===== src/rtl/cr16_loader_pkg.sv =====
// rtl/cr16_loader_pkg.sv - shared types and constants for the CR16 serial image loader
//
// Contents:
//   P_LOADER_HEADER         frame start byte
//   P_DEFAULT_CLKS_PER_BIT  50 MHz / 115200 baud
//   loader_state_t          frame FSM states of bram_uart_loader
//   rx_state_t              bit-level FSM states of uart_rx
package cr16_loader_pkg;

    localparam logic [7:0] P_LOADER_HEADER        = 8'hA5;
    localparam int         P_DEFAULT_CLKS_PER_BIT = 434;

    typedef enum logic [2:0] {
        ST_IDLE,
        ST_CNT_HI,
        ST_CNT_LO,
        ST_DATA_HI,
        ST_DATA_LO,
        ST_CHECK,
        ST_DONE,
        ST_ERROR
    } loader_state_t;

    typedef enum logic [1:0] {
        RX_IDLE,
        RX_START,
        RX_DATA,
        RX_STOP
    } rx_state_t;

endpackage


===== src/rtl/bram_uart_loader_uart_rx.sv =====
// rtl/bram_uart_loader_uart_rx.sv - 8N1 UART receiver used by the serial image loader
//
// Ports:
//   I_CLK          system clock
//   I_NRESET       asynchronous active-low reset
//   I_UART_RX      raw serial line, idles high
//   O_BYTE         last received byte (valid while O_VALID is high)
//   O_VALID        one-cycle pulse at the stop-bit mid-sample of a good byte
//   O_FRAME_ERROR  one-cycle pulse when the stop bit is sampled low
module uart_rx
    import cr16_loader_pkg::*;
#(
    parameter int P_CLKS_PER_BIT = P_DEFAULT_CLKS_PER_BIT
) (
    input  logic       I_CLK,
    input  logic       I_NRESET,
    input  logic       I_UART_RX,
    output logic [7:0] O_BYTE,
    output logic       O_VALID,
    output logic       O_FRAME_ERROR
);

    localparam int            CW        = $clog2(P_CLKS_PER_BIT + 1);
    localparam logic [CW-1:0] FULL_LAST = CW'(P_CLKS_PER_BIT - 1);
    localparam logic [CW-1:0] HALF_LAST = CW'(P_CLKS_PER_BIT / 2 - 1);

    rx_state_t     state_q;
    logic          sync1_q;
    logic          sync2_q;
    logic          prev_q;
    logic [CW-1:0] baud_q;
    logic [2:0]    bit_q;
    logic [7:0]    shift_q;
    logic [7:0]    byte_q;
    logic          valid_q;
    logic          ferr_q;

    always_ff @(posedge I_CLK or negedge I_NRESET) begin
        if (!I_NRESET) begin
            state_q <= RX_IDLE;
            sync1_q <= 1'b1;
            sync2_q <= 1'b1;
            prev_q  <= 1'b1;
            baud_q  <= '0;
            bit_q   <= '0;
            shift_q <= '0;
            byte_q  <= '0;
            valid_q <= 1'b0;
            ferr_q  <= 1'b0;
        end else begin
            sync1_q <= I_UART_RX;
            sync2_q <= sync1_q;
            // prev_q tracks the line in every state so a start bit that
            // directly follows a stop bit still shows up as a falling edge.
            prev_q  <= sync2_q;
            valid_q <= 1'b0;
            ferr_q  <= 1'b0;
            case (state_q)
                RX_IDLE: begin
                    baud_q <= '0;
                    if (prev_q && !sync2_q) begin
                        state_q <= RX_START;
                    end
                end
                RX_START: begin
                    if (baud_q == HALF_LAST) begin
                        baud_q  <= '0;
                        bit_q   <= '0;
                        // Line back high at mid start bit: glitch, not a start.
                        state_q <= sync2_q ? RX_IDLE : RX_DATA;
                    end else begin
                        baud_q <= baud_q + 1'b1;
                    end
                end
                RX_DATA: begin
                    if (baud_q == FULL_LAST) begin
                        baud_q  <= '0;
                        shift_q <= {sync2_q, shift_q[7:1]};
                        bit_q   <= bit_q + 1'b1;
                        if (bit_q == 3'd7) begin
                            state_q <= RX_STOP;
                        end
                    end else begin
                        baud_q <= baud_q + 1'b1;
                    end
                end
                RX_STOP: begin
                    if (baud_q == FULL_LAST) begin
                        baud_q  <= '0;
                        state_q <= RX_IDLE;
                        if (sync2_q) begin
                            byte_q  <= shift_q;
                            valid_q <= 1'b1;
                        end else begin
                            ferr_q <= 1'b1;
                        end
                    end else begin
                        baud_q <= baud_q + 1'b1;
                    end
                end
                default: state_q <= RX_IDLE;
            endcase
        end
    end

    assign O_BYTE        = byte_q;
    assign O_VALID       = valid_q;
    assign O_FRAME_ERROR = ferr_q;

endmodule


===== src/rtl/bram_uart_loader.sv =====
// rtl/bram_uart_loader.sv - loads a framed program image from UART into BRAM and gates CR16 reset
//
// Ports:
//   I_CLK, I_NRESET      clock, asynchronous active-low reset
//   I_UART_RX            serial line carrying A5 / N(be16) / N words (hi first) / XOR
//   O_MEM_DATA           BRAM port A write data
//   O_MEM_ADDRESS        BRAM port A write address (counts from 0)
//   O_MEM_WRITE_ENABLE   one-cycle write strobe per assembled word
//   O_LOADING            loader owns BRAM port A
//   O_CPU_NRESET         CR16 reset, released only after an accepted image
//   O_DONE               last frame accepted
//   O_ERROR              last frame rejected
//   O_WORD_COUNT         words written in the current frame
module bram_uart_loader
    import cr16_loader_pkg::*;
#(
    parameter int P_CLKS_PER_BIT  = P_DEFAULT_CLKS_PER_BIT,
    parameter int P_ADDRESS_WIDTH = 10,
    parameter int P_DATA_WIDTH    = 16
) (
    input  logic                       I_CLK,
    input  logic                       I_NRESET,
    input  logic                       I_UART_RX,
    output logic [P_DATA_WIDTH-1:0]    O_MEM_DATA,
    output logic [P_ADDRESS_WIDTH-1:0] O_MEM_ADDRESS,
    output logic                       O_MEM_WRITE_ENABLE,
    output logic                       O_LOADING,
    output logic                       O_CPU_NRESET,
    output logic                       O_DONE,
    output logic                       O_ERROR,
    output logic [15:0]                O_WORD_COUNT
);

    localparam int unsigned MAX_WORDS = 32'd1 << P_ADDRESS_WIDTH;

    logic [7:0] rx_byte;
    logic       rx_valid;
    logic       rx_ferr;

    uart_rx #(
        .P_CLKS_PER_BIT(P_CLKS_PER_BIT)
    ) u_rx (
        .I_CLK         (I_CLK),
        .I_NRESET      (I_NRESET),
        .I_UART_RX     (I_UART_RX),
        .O_BYTE        (rx_byte),
        .O_VALID       (rx_valid),
        .O_FRAME_ERROR (rx_ferr)
    );

    loader_state_t              state_q;
    logic [7:0]                 cnt_hi_q;
    logic [15:0]                n_q;
    logic [7:0]                 hi_q;
    logic [7:0]                 csum_q;
    logic [P_ADDRESS_WIDTH-1:0] addr_q;
    logic [15:0]                wcount_q;
    logic [P_DATA_WIDTH-1:0]    mem_data_q;
    logic                       mem_we_q;
    logic                       loading_q;
    logic                       cpu_nreset_q;
    logic                       done_q;
    logic                       error_q;

    logic [15:0] count_rx;
    assign count_rx = {cnt_hi_q, rx_byte};

    always_ff @(posedge I_CLK or negedge I_NRESET) begin
        if (!I_NRESET) begin
            state_q      <= ST_IDLE;
            cnt_hi_q     <= '0;
            n_q          <= '0;
            hi_q         <= '0;
            csum_q       <= '0;
            addr_q       <= '0;
            wcount_q     <= '0;
            mem_data_q   <= '0;
            mem_we_q     <= 1'b0;
            loading_q    <= 1'b0;
            cpu_nreset_q <= 1'b0;
            done_q       <= 1'b0;
            error_q      <= 1'b0;
        end else begin
            mem_we_q <= 1'b0;
            // Address/count advance the cycle after the strobe so they stay
            // stable while BRAM is written.
            if (mem_we_q) begin
                addr_q   <= addr_q + 1'b1;
                wcount_q <= wcount_q + 16'd1;
            end
            case (state_q)
                ST_IDLE, ST_DONE, ST_ERROR: begin
                    if (rx_valid && rx_byte == P_LOADER_HEADER) begin
                        state_q      <= ST_CNT_HI;
                        loading_q    <= 1'b1;
                        cpu_nreset_q <= 1'b0;
                        done_q       <= 1'b0;
                        error_q      <= 1'b0;
                        addr_q       <= '0;
                        wcount_q     <= '0;
                        csum_q       <= '0;
                    end
                end
                default: begin
                    if (rx_ferr) begin
                        state_q      <= ST_ERROR;
                        loading_q    <= 1'b0;
                        cpu_nreset_q <= 1'b0;
                        error_q      <= 1'b1;
                    end else if (rx_valid) begin
                        if (state_q != ST_CHECK) begin
                            csum_q <= csum_q ^ rx_byte;
                        end
                        case (state_q)
                            ST_CNT_HI: begin
                                cnt_hi_q <= rx_byte;
                                state_q  <= ST_CNT_LO;
                            end
                            ST_CNT_LO: begin
                                n_q <= count_rx;
                                if (32'(count_rx) > MAX_WORDS) begin
                                    state_q      <= ST_ERROR;
                                    loading_q    <= 1'b0;
                                    cpu_nreset_q <= 1'b0;
                                    error_q      <= 1'b1;
                                end else if (count_rx == 16'd0) begin
                                    state_q <= ST_CHECK;
                                end else begin
                                    state_q <= ST_DATA_HI;
                                end
                            end
                            ST_DATA_HI: begin
                                hi_q    <= rx_byte;
                                state_q <= ST_DATA_LO;
                            end
                            ST_DATA_LO: begin
                                mem_data_q <= P_DATA_WIDTH'({hi_q, rx_byte});
                                mem_we_q   <= 1'b1;
                                // wcount_q has not yet counted this word.
                                state_q    <= (wcount_q + 16'd1 == n_q) ? ST_CHECK : ST_DATA_HI;
                            end
                            ST_CHECK: begin
                                loading_q <= 1'b0;
                                if (rx_byte == csum_q) begin
                                    state_q      <= ST_DONE;
                                    cpu_nreset_q <= 1'b1;
                                    done_q       <= 1'b1;
                                end else begin
                                    state_q      <= ST_ERROR;
                                    cpu_nreset_q <= 1'b0;
                                    error_q      <= 1'b1;
                                end
                            end
                            default: state_q <= ST_IDLE;
                        endcase
                    end
                end
            endcase
        end
    end

    assign O_MEM_DATA         = mem_data_q;
    assign O_MEM_ADDRESS      = addr_q;
    assign O_MEM_WRITE_ENABLE = mem_we_q;
    assign O_LOADING          = loading_q;
    assign O_CPU_NRESET       = cpu_nreset_q;
    assign O_DONE             = done_q;
    assign O_ERROR            = error_q;
    assign O_WORD_COUNT       = wcount_q;

endmodule

===== config.mk =====
export PLATFORM = sky130hd
export DESIGN_NAME = bram_uart_loader
export DESIGN_NICKNAME = d
export VERILOG_FILES = /design/src/rtl/cr16_loader_pkg.sv /design/src/rtl/bram_uart_loader_uart_rx.sv /design/src/rtl/bram_uart_loader.sv
export SDC_FILE = /design/constraint.sdc
export NUM_CORES = 1
export LEC_CHECK = 0
export ABC_AREA = 1
export CORE_ASPECT_RATIO = 0.8
export CORE_MARGIN = 2
export CORE_UTILIZATION = 40
export CTS_CLUSTER_SIZE = 40
export DETAILED_ROUTE_END_ITERATION = 7
export HOLD_SLACK_MARGIN = 0.12
export PLACE_DENSITY_LB_ADDON = 0.15
export RECOVER_POWER = 25
export SLEW_MARGIN = 10
export SYNTH_ARGS = -nofsm -noshare
export SYNTH_HDL_FRONTEND = slang
export SYNTH_SLANG_ARGS = --single-unit

===== constraint.sdc =====
create_clock -name I_CLK -period 5.3 [get_ports I_CLK]
set_input_delay 0.795 -clock I_CLK [delete_from_list [all_inputs] [get_ports I_CLK]]
set_output_delay 0.795 -clock I_CLK [all_outputs]
set_load 0.05 [all_outputs]

# Word level (Yosys, flattened, before mapping)
# Index checks and enable logic that the tools add are counted.
# Widths: inputs -> output; s select.
dict set report word_totals {
  regBits 125
  in_bits 3
  elab_cells 151
}
dict set report classes {
  add_sub_neg 4
  order_cmp 1
  eq_ne 26
  mux 66
  bitwise_logic 3
  n_reduce_logical 28
}
# cell count
set ops {}
lappend ops {{$mux 16} 3}
lappend ops {{$mux 8} 5}
lappend ops {{$mux 1} 31}
lappend ops {{$mux 10} 3}
lappend ops {{$mux 3} 9}
lappend ops {{$pmux 9 s3} 1}
lappend ops {{$reduce_and 4->1} 6}
lappend ops {{$mux 9} 2}
lappend ops {{$add 16x1->16 const B} 1}
lappend ops {{$eq 16x16->1} 1}
lappend ops {{$gt 16x11->1 const B} 1}
lappend ops {{$logic_not 16->1} 1}
lappend ops {{$eq 3x3->1 const B} 5}
lappend ops {{$pmux 3 s5} 1}
lappend ops {{$reduce_and 5->1} 3}
lappend ops {{$mux 2} 6}
lappend ops {{$add 10x1->10 const B} 1}
lappend ops {{$ne 2x1->1 const B} 5}
lappend ops {{$reduce_bool 2->1} 5}
lappend ops {{$add 9x1->9 const B} 1}
lappend ops {{$eq 9x8->1 const B} 1}
lappend ops {{$eq 9x9->1 const B} 1}
lappend ops {{$eq 8x8->1} 1}
lappend ops {{$eq 8x8->1 const B} 1}
lappend ops {{other kinds (24)} 33}

# Longest topological paths before layout
# Gate-level depths: netlist of run 1.
dict set report depth {
  depth_word 7
  ltp_mapped 16
  depth_no_buf 16
}

# Modules after synthesis
# Synthesis of run 1 repeated with hierarchy kept, for this count alone.
dict set report unflattened {
  cells_unflattened 741
  area_unflattened_um2 6175.9
}
# mod instances cells_each area_per_inst_um2 seq_area_each_um2
set modules_own_cells {}
lappend modules_own_cells {bram_uart_loader 1 574 4566.9 2252.2}
lappend modules_own_cells {uart_rx 1 167 1609.0 879.6}

# Least setup slack after synthesis of run 1
# Ideal clock, no wire load.
dict set report synth_path {
  path_kind {flip-flop to flip-flop}
  start {register wcount_q[0], in the netlist O_WORD_COUNT[0]}
  end {register state_q[1]}
  arrival_ns 2.024
  required_ns 5.184
  path_slack_ns 3.159
  path_stages_with_launch 15
  n_path_buf 0
  period_less_slack_ns 2.141
  cell_sequence {dfrtp_1 > ha_1 > nand3_1 > nor2_2 > nand2_1 > nand3b_1 > nand2_1 > nor2_1 > nand2_1 > nor2_1 > nand3_1 > nand2_1 > nand2_1 > nand2_1 > nand2_1}
}
dict set report synth_via {
  elab_chain_cells 7
}
# item line
set synth_lines {}
lappend synth_lines {{start, declared} bram_uart_loader.sv:57} ;# logic [15:0] wcount_q;
lappend synth_lines {{start signal, assigned} bram_uart_loader.sv:89} ;# wcount_q <= wcount_q + 16'd1;
lappend synth_lines {{$add 16x1->16} bram_uart_loader.sv:140} ;# state_q <= (wcount_q + 16'd1 == n_q) ? ST_CHECK : ST_DATA_HI;
lappend synth_lines {{$eq 16x16->1} bram_uart_loader.sv:140}
lappend synth_lines {{$mux 3} bram_uart_loader.sv:140}
lappend synth_lines {{$pmux 3 s5} bram_uart_loader.sv:114} ;# case (state_q)
lappend synth_lines {{$mux 3} bram_uart_loader.sv:110} ;# end else if (rx_valid) begin
lappend synth_lines {{$mux 3} bram_uart_loader.sv:105} ;# if (rx_ferr) begin
lappend synth_lines {{$mux 3} bram_uart_loader.sv:91} ;# case (state_q)
lappend synth_lines {{end signal, assigned} bram_uart_loader.sv:140}
lappend synth_lines {{end, declared} bram_uart_loader.sv:51} ;# loader_state_t state_q;
# Every way passes these cells. The select of a mux whose other input is x is not followed.
# A chain may end at the register's enable or synchronous reset.

# Worst setup path in the final report of run 1
dict set report layout_path {
  start {register mem_we_q, in the netlist O_MEM_WRITE_ENABLE}
  end {output O_MEM_WRITE_ENABLE}
}
# item line
set layout_lines {}
lappend layout_lines {{start, declared} bram_uart_loader.sv:59} ;# logic mem_we_q;
lappend layout_lines {{start signal, assigned} bram_uart_loader.sv:78} ;# mem_we_q <= 1'b0;
lappend layout_lines {{start signal, assigned} bram_uart_loader.sv:84} ;# mem_we_q <= 1'b0;
lappend layout_lines {{start signal, assigned} bram_uart_loader.sv:138} ;# mem_we_q <= 1'b1;
lappend layout_lines {{end, declared} bram_uart_loader.sv:26} ;# output logic O_MEM_WRITE_ENABLE,
# No word-level cell between the ends.

==> results of run 1 <==
==> synth_stat cells <==
master | count | area, sq um
sky130_fd_sc_hd__a22o_1 | 2 | 17.5
sky130_fd_sc_hd__buf_2 | 6 | 30.0
sky130_fd_sc_hd__nor3_2 | 1 | 10.0
sky130_fd_sc_hd__a21oi_4 | 2 | 32.5
sky130_fd_sc_hd__nor3b_1 | 2 | 15.0
sky130_fd_sc_hd__nand3b_1 | 7 | 52.6
sky130_fd_sc_hd__nor4_4 | 1 | 21.3
sky130_fd_sc_hd__o22ai_1 | 1 | 6.26
sky130_fd_sc_hd__dfstp_2 | 3 | 78.8
sky130_fd_sc_hd__xor2_1 | 11 | 96.3
sky130_fd_sc_hd__a211oi_1 | 5 | 37.5
sky130_fd_sc_hd__ha_1 | 7 | 87.6
sky130_fd_sc_hd__o21a_1 | 1 | 7.51
sky130_fd_sc_hd__a21oi_2 | 1 | 8.76
sky130_fd_sc_hd__a21oi_1 | 24 | 120
sky130_fd_sc_hd__o21ai_2 | 8 | 70.1
sky130_fd_sc_hd__o21bai_1 | 2 | 15.0
sky130_fd_sc_hd__o31ai_1 | 1 | 7.51
sky130_fd_sc_hd__o21ai_0 | 71 | 355
sky130_fd_sc_hd__buf_6 | 2 | 22.5
sky130_fd_sc_hd__nand4_1 | 14 | 87.6
sky130_fd_sc_hd__buf_4 | 1 | 7.51
sky130_fd_sc_hd__nor2_1 | 59 | 221
sky130_fd_sc_hd__xnor2_1 | 4 | 35.0
sky130_fd_sc_hd__nor3_1 | 11 | 55.1
sky130_fd_sc_hd__nor4_1 | 2 | 12.5
sky130_fd_sc_hd__nand2_4 | 1 | 11.3
sky130_fd_sc_hd__nor2_4 | 8 | 90.1
sky130_fd_sc_hd__nand2_1 | 211 | 792
sky130_fd_sc_hd__inv_2 | 10 | 37.5
sky130_fd_sc_hd__inv_1 | 75 | 282
sky130_fd_sc_hd__nand2_2 | 4 | 25.0
sky130_fd_sc_hd__nand3_4 | 1 | 17.5
sky130_fd_sc_hd__nand3_2 | 3 | 30.0
sky130_fd_sc_hd__nand3_1 | 43 | 215
sky130_fd_sc_hd__and2_1 | 1 | 6.26
sky130_fd_sc_hd__and3_1 | 1 | 6.26
sky130_fd_sc_hd__dfrtp_1 | 122 | 3050
sky130_fd_sc_hd__clkinv_1 | 3 | 11.3
sky130_fd_sc_hd__nor2_2 | 6 | 37.5
sky130_fd_sc_hd__clkbuf_1 | 7 | 26.3
sky130_fd_sc_hd__o211ai_1 | 2 | 15.0
==> report_power, final <==
| part | switching (uW) | total, uW | internal (uW) |
|---|---|---|---|
| Combinational | 83.8 | 120 | 36.6 |
| Clock | 432 | 1190 | 754 |
| Sequential | 19.5 | 996 | 976 |
==> layer usage <==
metal  wire length (microns)  share of wire [%]  track usage (%)
met5                       0                  0                0
met4                      99               0.68             4.88
met3                     659                4.5             5.08
met2                    6270                 43             28.0
met1                    7570                 52             29.3
==> area by class of cell <==
class,instances,area [sq um]
fillers,1431,7610
flip-flops and latches,125,3130
multi-input cells,518,2620
repair buffers,51,499
clock buffers,19,443
inverters,88,330
well taps,210,263
clock inverters,12,165
==> metrics by stage <==
| step | total power (uW) | instance area, sq um | util, % |
|---|---|---|---|
| 2_1_floorplan | 1090 | 6170 | - |
| 3_3_place_gp | 1130 | 6850 | 45.4 |
| 3_5_place_dp | 1140 | 6850 | 45.4 |
| 4_1_cts | 2330 | 7450 | 49.5 |
| 5_1_grt | 2400 | 7450 | 49.5 |
| 6_report | 2300 | 7450 | 49.5 |
==> worst max path at each step <==
stage                         end  cells after the start               start
5_1_grt        O_MEM_WRITE_ENABLE                      1  O_MEM_WRITE_ENABLE
3_3_place_gp   O_MEM_WRITE_ENABLE                      1  O_MEM_WRITE_ENABLE
3_5_place_dp   O_MEM_WRITE_ENABLE                      1  O_MEM_WRITE_ENABLE
2_1_floorplan          state_q[1]                     14     O_WORD_COUNT[0]
6_report       O_MEM_WRITE_ENABLE                      1  O_MEM_WRITE_ENABLE
4_1_cts        O_MEM_WRITE_ENABLE                      1  O_MEM_WRITE_ENABLE
==> sequential cells by signal, indices dropped and copies added (netlist names), 3 cells and up, named ones only <==
name	cells
hi_q	8
u_rx.shift_q	8
n_q	16
u_rx.bit_q	3
u_rx.baud_q	9
O_MEM_DATA	16
cnt_hi_q	8
O_WORD_COUNT	16
u_rx.O_BYTE	8
state_q	3
O_MEM_ADDRESS	10
csum_q	8
==> logic make-up after synthesis <==
kind of cell | after synthesis | synth area share [%]
AO/OA/AOI/OAI | 120 | 11.2
XOR/XNOR | 15 | 2.13
adder cells (fa/ha/maj) | 7 | 1.42
buffers and inverters | 104 | 6.76
flip-flops | 125 | 50.8
AND/OR/NAND/NOR | 376 | 27.7
==> worst register-to-register path, stage by stage, from the launching register on <==
cell and delay, ns:
sky130_fd_sc_hd__dfrtp_1 0.53, sky130_fd_sc_hd__ha_1 0.32, sky130_fd_sc_hd__nand3_1 0.18, sky130_fd_sc_hd__nor2_2 0.24, sky130_fd_sc_hd__nand4_1 0.14, sky130_fd_sc_hd__nand3_1 0.11, sky130_fd_sc_hd__nand2_1 0.06, sky130_fd_sc_hd__inv_1 0.08
sky130_fd_sc_hd__nand2_1 0.05, sky130_fd_sc_hd__nor2_1 0.10, sky130_fd_sc_hd__nand3_1 0.09, sky130_fd_sc_hd__nand2_1 0.07, sky130_fd_sc_hd__nand2_1 0.04, sky130_fd_sc_hd__nand2_1 0.06, sky130_fd_sc_hd__nand2_1 0.05
==> impl_metrics.csv, run 1 <==
group,metric,value,unit
run_status,outcome,"finished, violations left",
run_status,violations_in_the_final_reports,"capacitance limit, slew limit",
placed_design,numPortBuffers,49,
sta,transition_at_the_pin_with_the_smallest_max_transition_slack,1.92,ns
synth,flop_and_latch_count_out_of_synthesis,125,
power,static-leakage-power,0.00343,uW
setup_path,r2r_start,"O_WORD_COUNT[0]",
final_layout,final-instance-count-excl-fill,1023,
cts,cts_num_sinks,125,
global_routing,antenna_violations_before_repair,0,
global_routing,groute.usage.overall,19.5,%
cts,root_buffer,"sky130_fd_sc_hd__clkbuf_16",
setup_path,setup.reg_to_reg.worst_slack,3.07,ns
synth,syn-instance-count,747,
die,core,15100,sq um
cts,tritoncts_clock_tree,"yes",
synth,yosys_warnings,0,
routing,drt_drc_violations_left,0,
final_layout,drive_above_1_share,9.84,%
final_layout,fin_nets,811,
cts,post_cts_resize_count,0,
sta,max_freq,0.319,GHz
sta,setup_viol_count_final,0,
final_layout,layout_commonest_cell,"sky130_fd_sc_hd__nand2_1",
routing,avgRoutedWirePerCell,14.3,microns
cts,post-cts-setup-buffers,0,
setup_path,timing.critical_path.max_delay_family,"flip-flops",
power,vdd_ir_drop_max,219,uV
synth,synthDistinctLibCells,42,
sta,clock-skew-final,0.0128,ns
placed_design,dpl.hpwl,10800,microns
global_routing,grt_first_pass_wirelength,24700,microns
die,die_ar,16400,sq um
routing,via_count,5079,
global_routing,via_count_of_the_first_global_routing_pass,4870,
placed_design,pre_cts_ws,2.57,ns
synth,synth.yosys.seq_area_share,50.8,%
sta,hold-worst-slack,0.362,ns
setup_path,endpoint_kind,"output pin",
final_layout,antenna_cells_inserted,0,
routing,drt-vias-per-instance,4.96,
die,fp.dieH,115,microns
setup_path,timing.critical_path.cells,"clkdlybuf4s50_1",
sta,setup-tns-final,0,ns
routing,routed_wl,14600,microns
sta,period_share,59.2,%
cts,clock_latency,0.42,ns
global_routing,pin_count_of_the_biggest_net_entering_global_routing,53,
placed_design,place.detailed.instances,992,
synth,syn_area,6170,sq um
final_layout,areaGrowthSynthToFinish,20.8,%
setup_path,critical_path_arrival,2.34,ns
setup_path,crit_buf_inv,1,
cts,cts.htree.levels,4,
setup_path,worst-path-max-fanout,33,
setup_path,critical_path_class,"flop to output pin",
placed_design,finalWeightedCongestion,0.857,
cts,cts.reportedPaths.clkPinSlew,0.06,ns
setup_path,critPathMaxStageDelay,0.97,ns
sta,final_max_slew_viol_count,35,
sta,rsz0062_at_grt,"no",
global_routing,grt_overflow_total,0,
sta,timing.final.hold_violations,0,
setup_path,cp-start-kind,"flop",
routing,drt-initial-drc-count,394,
cts,ctsLongestPathBuffers,2,
setup_path,reg2reg_depth,14,
cts,numCtsBuffers,17,
synth,net_count_after_synthesis,757,
die,core.rowCount,40,
setup_path,crit_path_top_delay_cell,"sky130_fd_sc_hd__dfrtp_1",
die,floorplan.initialDensity,40.9,%
die,io-pin-count,50,
routing,firstDrtPassIters,7,
sta,post-route-min-period,3.14,ns
die,die_width,143,microns
routing,route.antenna.remaining_nets,0,
cts,hold_buffers,0,
setup_path,required,4.51,ns
job,max-cap-violations,1,
min_path,hold_path_endpoint,"u_rx.sync2_q",
sta,setup_ws,2.16,ns
final_layout,mostFrequentLayoutCells,"sky130_fd_sc_hd__nand2_1, sky130_fd_sc_hd__dfrtp_1, sky130_fd_sc_hd__inv_1, sky130_fd_sc_hd__o21ai_0, sky130_fd_sc_hd__nor2_1",
sta,worst_slew_margin_rel,-28.2,%
min_path,hold_path.startpoint,"u_rx.sync1_q",
min_path,min_path_type,"flop to flop",
setup_path,r2r_end,"state_q[1]",
min_path,worst_hold_path.num_cells,0,
synth,syn_area_per_cell,8.26,sq um
power,power-per-cell-area,309,nW/um^2
Power figures use the tool's default switching activity.
==> inputs of run 2 (changes only) <==
- clock period: 5.3 -> 2.6 ns (I/O delays scaled with it)
==> run 2 against run 1 <==
The flow now finishes without violations. Sequential share of layout area fell by 0.25 points. Non-clock buffer count rose by 5. Sequential cell count did not move. Worst setup slack got worse by 1.8 ns. Count of clock-buffer cells in the layout fell by 2. Global-route usage rose by 1.3 points. Core utilization rose by 0.29 points. First-iteration DRC count rose by 31%. Final area rose by 0.59%. Die area did not move. Routed wire length rose by 6.9%. Sequential power rose by 100%.
==> impl_metrics.csv, run 2 (synthesized netlist as in run 1, its figures left out) <==
group,metric,value,unit
final_layout,layout_commonest_cell,"sky130_fd_sc_hd__nand2_1",
die,die_ar,16400,sq um
placed_design,pre_cts_ws,0.538,ns
sta,worst_slew_margin_rel,36.6,%
sta,setup_viol_count_final,0,
setup_path,critical_path_class,"flop to output pin",
setup_path,setup.reg_to_reg.worst_slack,0.49,ns
sta,setup-tns-final,0,ns
sta,rsz0062_at_grt,"no",
global_routing,via_count_of_the_first_global_routing_pass,5022,
sta,final_max_slew_viol_count,0,
die,core.rowCount,40,
setup_path,worst-path-max-fanout,7,
final_layout,fin_nets,816,
min_path,min_path_type,"flop to flop",
cts,tritoncts_clock_tree,"yes",
die,die_width,143,microns
routing,via_count,5169,
run_status,outcome,"completed",
sta,period_share,84.8,%
sta,setup_ws,0.395,ns
power,power-per-cell-area,634,nW/um^2
global_routing,grt_first_pass_wirelength,26200,microns
cts,clock_latency,0.42,ns
cts,cts_num_sinks,125,
cts,cts.htree.levels,4,
setup_path,timing.critical_path.max_delay_family,"buffers and inverters",
power,vdd_ir_drop_max,470,uV
cts,numCtsBuffers,17,
routing,route.antenna.remaining_nets,0,
sta,max_freq,0.454,GHz
routing,firstDrtPassIters,5,
cts,post-cts-setup-buffers,0,
job,max-cap-violations,0,
final_layout,mostFrequentLayoutCells,"sky130_fd_sc_hd__nand2_1, sky130_fd_sc_hd__dfrtp_1, sky130_fd_sc_hd__inv_1, sky130_fd_sc_hd__o21ai_0, sky130_fd_sc_hd__nor2_1",
global_routing,grt_overflow_total,0,
sta,transition_at_the_pin_with_the_smallest_max_transition_slack,0.951,ns
placed_design,numPortBuffers,49,
global_routing,grtUsageMet1,31.9,%
die,fp.dieH,115,microns
cts,root_buffer,"sky130_fd_sc_hd__clkbuf_16",
routing,drt-vias-per-instance,5.02,
cts,ctsLongestPathBuffers,2,
setup_path,reg2reg_depth,14,
power,fin_total_pwr,4750,uW
die,core,15100,sq um
cts,cts.reportedPaths.clkPinSlew,0.06,ns
placed_design,dpl.hpwl,11400,microns
sta,hold-worst-slack,0.361,ns
routing,drt-initial-drc-count,517,
global_routing,groute.usage.overall,20.8,%
setup_path,crit_buf_inv,1,
sta,timing.final.hold_violations,0,
setup_path,critical_path_arrival,1.81,ns
global_routing,grt_busiest_layer,"met1",
setup_path,endpoint_kind,"output pin",
final_layout,final-instance-count-excl-fill,1029,
sta,post-route-min-period,2.20,ns
placed_design,place.detailed.instances,996,
global_routing,grt_util_met2,29.2,%
routing,avgRoutedWirePerCell,15.2,microns
global_routing,pin_count_of_the_biggest_net_entering_global_routing,58,
routing,routed_wl,15600,microns
setup_path,crit_path_top_delay_cell,"sky130_fd_sc_hd__clkdlybuf4s50_1",
setup_path,timing.critical_path.cells,"clkdlybuf4s50_1",
final_layout,num-fill-cells,1426,
final_layout,antenna_cells_inserted,0,
final_layout,drive_above_1_share,10.5,%
global_routing,antenna_violations_before_repair,0,
placed_design,finalWeightedCongestion,0.908,
final_layout,areaGrowthSynthToFinish,21.5,%
die,io-pin-count,50,
setup_path,cp-start-kind,"flop",
routing,drt_drc_violations_left,0,
min_path,worst_hold_path.num_cells,0,
power,static-leakage-power,0.00345,uW
setup_path,critPathMaxStageDelay,0.87,ns
cts,hold_buffers,1,
cts,post_cts_resize_count,0,
sta,clock-skew-final,0.00585,ns
setup_path,worst-path-stages,1,
global_routing,groute.layer.met3.usage,5.41,%
setup_path,required,2.21,ns
die,floorplan.initialDensity,40.9,%
run 2: cell count changes in the layout (fill, tap and decap cells not counted), sizes merged:
| cell | previous run | this run |
|---|---|---|
| clkinvlp | 0 | 3 |
| clkinv | 11 | 7 |
| dlygate4sd3 | 1 | 2 |
| buf | 2 | 4 |
| inv | 86 | 90 |
run 2: metrics by stage:
stage          cell area [sq um]  util (%)
6_report                    7490      49.8
5_1_grt                     7490      49.8
2_1_floorplan               6170         -
3_3_place_gp                6900      45.8
3_5_place_dp                6900      45.8
4_1_cts                     7520      49.9
run 2: per-layer routing:
metal	vias up	wire length, microns
met4	0	109
met3	11	677
met1	2511	8240
met5	-	0
met2	97	6580
li1	2550	-
run 2: path summary, 6_finish.rpt:
path                                 start              end
hold reg to reg               u_rx.sync1_q     u_rx.sync2_q
min in group asynchronous         I_NRESET          n_q[11]
max in group asynchronous         I_NRESET           n_q[8]
setup reg to reg           O_WORD_COUNT[0]       state_q[1]
setup / recovery           O_WORD_COUNT[8]  O_WORD_COUNT[8]
hold / removal                u_rx.sync1_q     u_rx.sync2_q
run 2: final cells by class:
cell class / instances / area, sq um / area share [%]
Tap cell: 210 / 263 / 3.51
Timing Repair Buffer: 56 / 539 / 7.20
Clock buffer: 17 / 425 / 5.68
Multi-Input combinational cell: 518 / 2620 / 34.9
Inverter: 88 / 330 / 4.41
Clock inverter: 15 / 186 / 2.49
Sequential cell: 125 / 3130 / 41.8
run 2: power breakdown:
group | switching (uW) | internal, uW
Combinational | 174 | 74.3
Sequential | 39.4 | 1990
Clock | 953 | 1520
==> inputs of run 3 (changes only) <==
- clock period: 2.6 -> 2 ns (I/O delays scaled with it)
==> run 3 against run 2 <==
Sequential share of layout area fell by 1.1 points. Clock skew increased by 0.0030 ns. Worst setup slack got worse by 0.37 ns. Combinational power is 37% higher. First-iteration DRC count is 23% lower. Sequential power rose by 30%. Critical path type is now flop to flop. Largest cell class unchanged. Highest routed layer unchanged.
==> impl_metrics.csv, run 3 (synthesized netlist as in run 1, its figures left out) <==
group,metric,value,unit
run_status,outcome,"completed",
power,vdd_ir_drop_max,605,uV
sta,post-route-min-period,1.97,ns
global_routing,via_count_of_the_first_global_routing_pass,5105,
job,max-cap-violations,0,
power,power_frac_comb,5.6,%
cts,cts.reportedPaths.clkPinSlew,0.06,ns
final_layout,antenna_cells_inserted,0,
die,die_ar,16400,sq um
power,net_load_switching_power,1450,uW
final_layout,register_area,3140,sq um
placed_design,dpl.hpwl,11400,microns
sta,final_max_slew_viol_count,0,
final_layout,fin_nets,840,
die,floorplan.initialDensity,40.9,%
routing,via_count,5295,
cts,tritoncts_clock_tree,"yes",
min_path,min_path_type,"flop to flop",
sta,clock-skew-final,0.00889,ns
final_layout,num-fill-cells,1382,
setup_path,critical_path_arrival,2.32,ns
setup_path,cp-start-kind,"flop",
setup_path,timing.critical_path.cells,"nor3_2, nand2_1, nor4_4, buf_4, nand2_4, a21oi_4, buf_12, nand3_1, o21ai_1",
power,static-leakage-power,0.00369,uW
sta,max_freq,0.507,GHz
setup_path,critical_path_class,"flop to flop",
final_layout,layout_commonest_cell,"sky130_fd_sc_hd__nand2_1",
setup_path,endpoint_kind,"flop",
setup_path,reg2reg_depth,9,
final_layout,areaGrowthSynthToFinish,25.3,%
power,pwr-share-clk,50.7,%
sta,period_share,98.6,%
placed_design,finalWeightedCongestion,0.927,
power,power.switching_fraction,23.9,%
sta,timing.final.hold_violations,0,
sta,setup_ws,0.0280,ns
routing,avgRoutedWirePerCell,14.8,microns
die,core,15100,sq um
placed_design,numPortBuffers,49,
power,cell_internal_pwr,4590,uW
sta,worst_slew_margin_rel,42.9,%
placed_design,pre_cts_ws,0.0486,ns
placed_design,dpl-instance-area,7020,sq um
cts,numCtsBuffers,17,
die,core.rowCount,40,
setup_path,required,2.34,ns
sta,setup_viol_count_final,0,
routing,route.antenna.remaining_nets,0,
die,fp.dieH,115,microns
power,seqPwrFrac,43.7,%
routing,drt_drc_violations_left,0,
sta,rsz0062_at_grt,"yes",
cts,ctsLongestPathBuffers,2,
power,fin_total_pwr,6040,uW
power,power-per-cell-area,782,nW/um^2
global_routing,antenna_violations_before_repair,0,
final_layout,multiInputGateArea,2660,sq um
routing,drt-vias-per-instance,5.03,
global_routing,grt_first_pass_wirelength,25600,microns
cts,cts.htree.levels,4,
sta,transition_at_the_pin_with_the_smallest_max_transition_slack,0.857,ns
routing,drt-initial-drc-count,396,
global_routing,grt_overflow_total,0,
min_path,worst_hold_path.num_cells,0,
final_layout,mostFrequentLayoutCells,"sky130_fd_sc_hd__nand2_1, sky130_fd_sc_hd__dfrtp_1, sky130_fd_sc_hd__inv_1, sky130_fd_sc_hd__o21ai_0, sky130_fd_sc_hd__nor2_1",
global_routing,pin_count_of_the_biggest_net_entering_global_routing,57,
global_routing,groute.usage.overall,20.2,%
final_layout,drive_above_1_share,15.5,%
routing,firstDrtPassIters,5,
cts,clock_latency,0.42,ns
final_layout,layout.cell_area.non_filler,7730,sq um
die,die_width,143,microns
cts,root_buffer,"sky130_fd_sc_hd__clkbuf_16",
routing,routed_wl,15600,microns
final_layout,final_core_util,51.3,%
cts,cts_num_sinks,125,
setup_path,worst-path-max-fanout,16,
die,io-pin-count,50,
setup_path,crit_path_top_delay_cell,"sky130_fd_sc_hd__dfrtp_2",
setup_path,critPathMaxStageDelay,0.46,ns
## run 3: cell count changes in the layout (fill, tap and decap cells not counted), moves of 3 or more
cell	change
sky130_fd_sc_hd__buf_4	+27
sky130_fd_sc_hd__clkdlybuf4s50_1	-18
sky130_fd_sc_hd__dfrtp_1	-10
sky130_fd_sc_hd__dfrtp_2	+10
sky130_fd_sc_hd__dlygate4sd2_1	+8
sky130_fd_sc_hd__o21ai_0	-5
sky130_fd_sc_hd__o21ai_1	+5
sky130_fd_sc_hd__dlymetal6s2s_1	+4
sky130_fd_sc_hd__buf_12	+3
## run 3: through the flow
stage                     std cells  TNS (ns)  hold slack [ns]
after floorplan                 747         0          0.00441
after global placement         1012         0            0.274
after detailed placement       1012         0            0.283
after CTS                      1045         0            0.278
after global routing           1053    -0.281            0.371
final                          1053         0            0.363
## run 3: repair_timing
action	in CTS	in global routing
setup endpoints to repair	8	12
hold endpoints to repair	30	0
buffers inserted	0	8
resized for setup	8	26
cloned	0	0
pin swaps	0	8
hold buffers	1	0
## run 3: worst paths after layout
path	startpoint	slack, ns	to
max in group asynchronous	I_NRESET	0.41	O_ERROR
hold reg to reg	u_rx.sync1_q	0.36	u_rx.sync2_q
setup reg to reg	u_rx.O_BYTE[1]	0.03	csum_q[1]
hold / removal	u_rx.sync1_q	0.36	u_rx.sync2_q
setup / recovery	u_rx.O_BYTE[1]	0.03	csum_q[1]
min in group asynchronous	I_NRESET	0.52	O_WORD_COUNT[13]
## run 3: layout make-up
| class | count | share of cell area (%) |
|---|---|---|
| flip-flops and latches | 125 | 40.7 |
| repair buffers | 80 | 9.57 |
| inverters | 88 | 4.27 |
| clock inverters | 12 | 1.76 |
| multi-input cells | 518 | 34.4 |
| well taps | 210 | 3.40 |
| clock buffers | 20 | 5.91 |
## run 3: worst max-delay path, delay by kind of cell (launching register included)
kind	cells	cell delay, ns
and+or+nand+nor	5	0.81
DFF	1	0.46
buffers and inverters	2	0.35
AOI/OAI and AO/OA	2	0.27
## run 3: power groups by stage
stage	Clock [uW]	Sequential, uW	Combinational (uW)
finish	3060	2640	339
global route	3230	2650	397
CTS	3140	2640	346
detailed placement	0	2680	335
global placement	0	2680	321
floorplan	0	2670	215
## run 3: layer usage
metal	global-route usage, %	vias to the layer above	part of all wire [%]
met2	31.1	147	45
met4	7.52	0	1.6
met3	5.08	25	5.7
li1	-	2590	-
met5	0	-	0
met1	27.8	2533	48
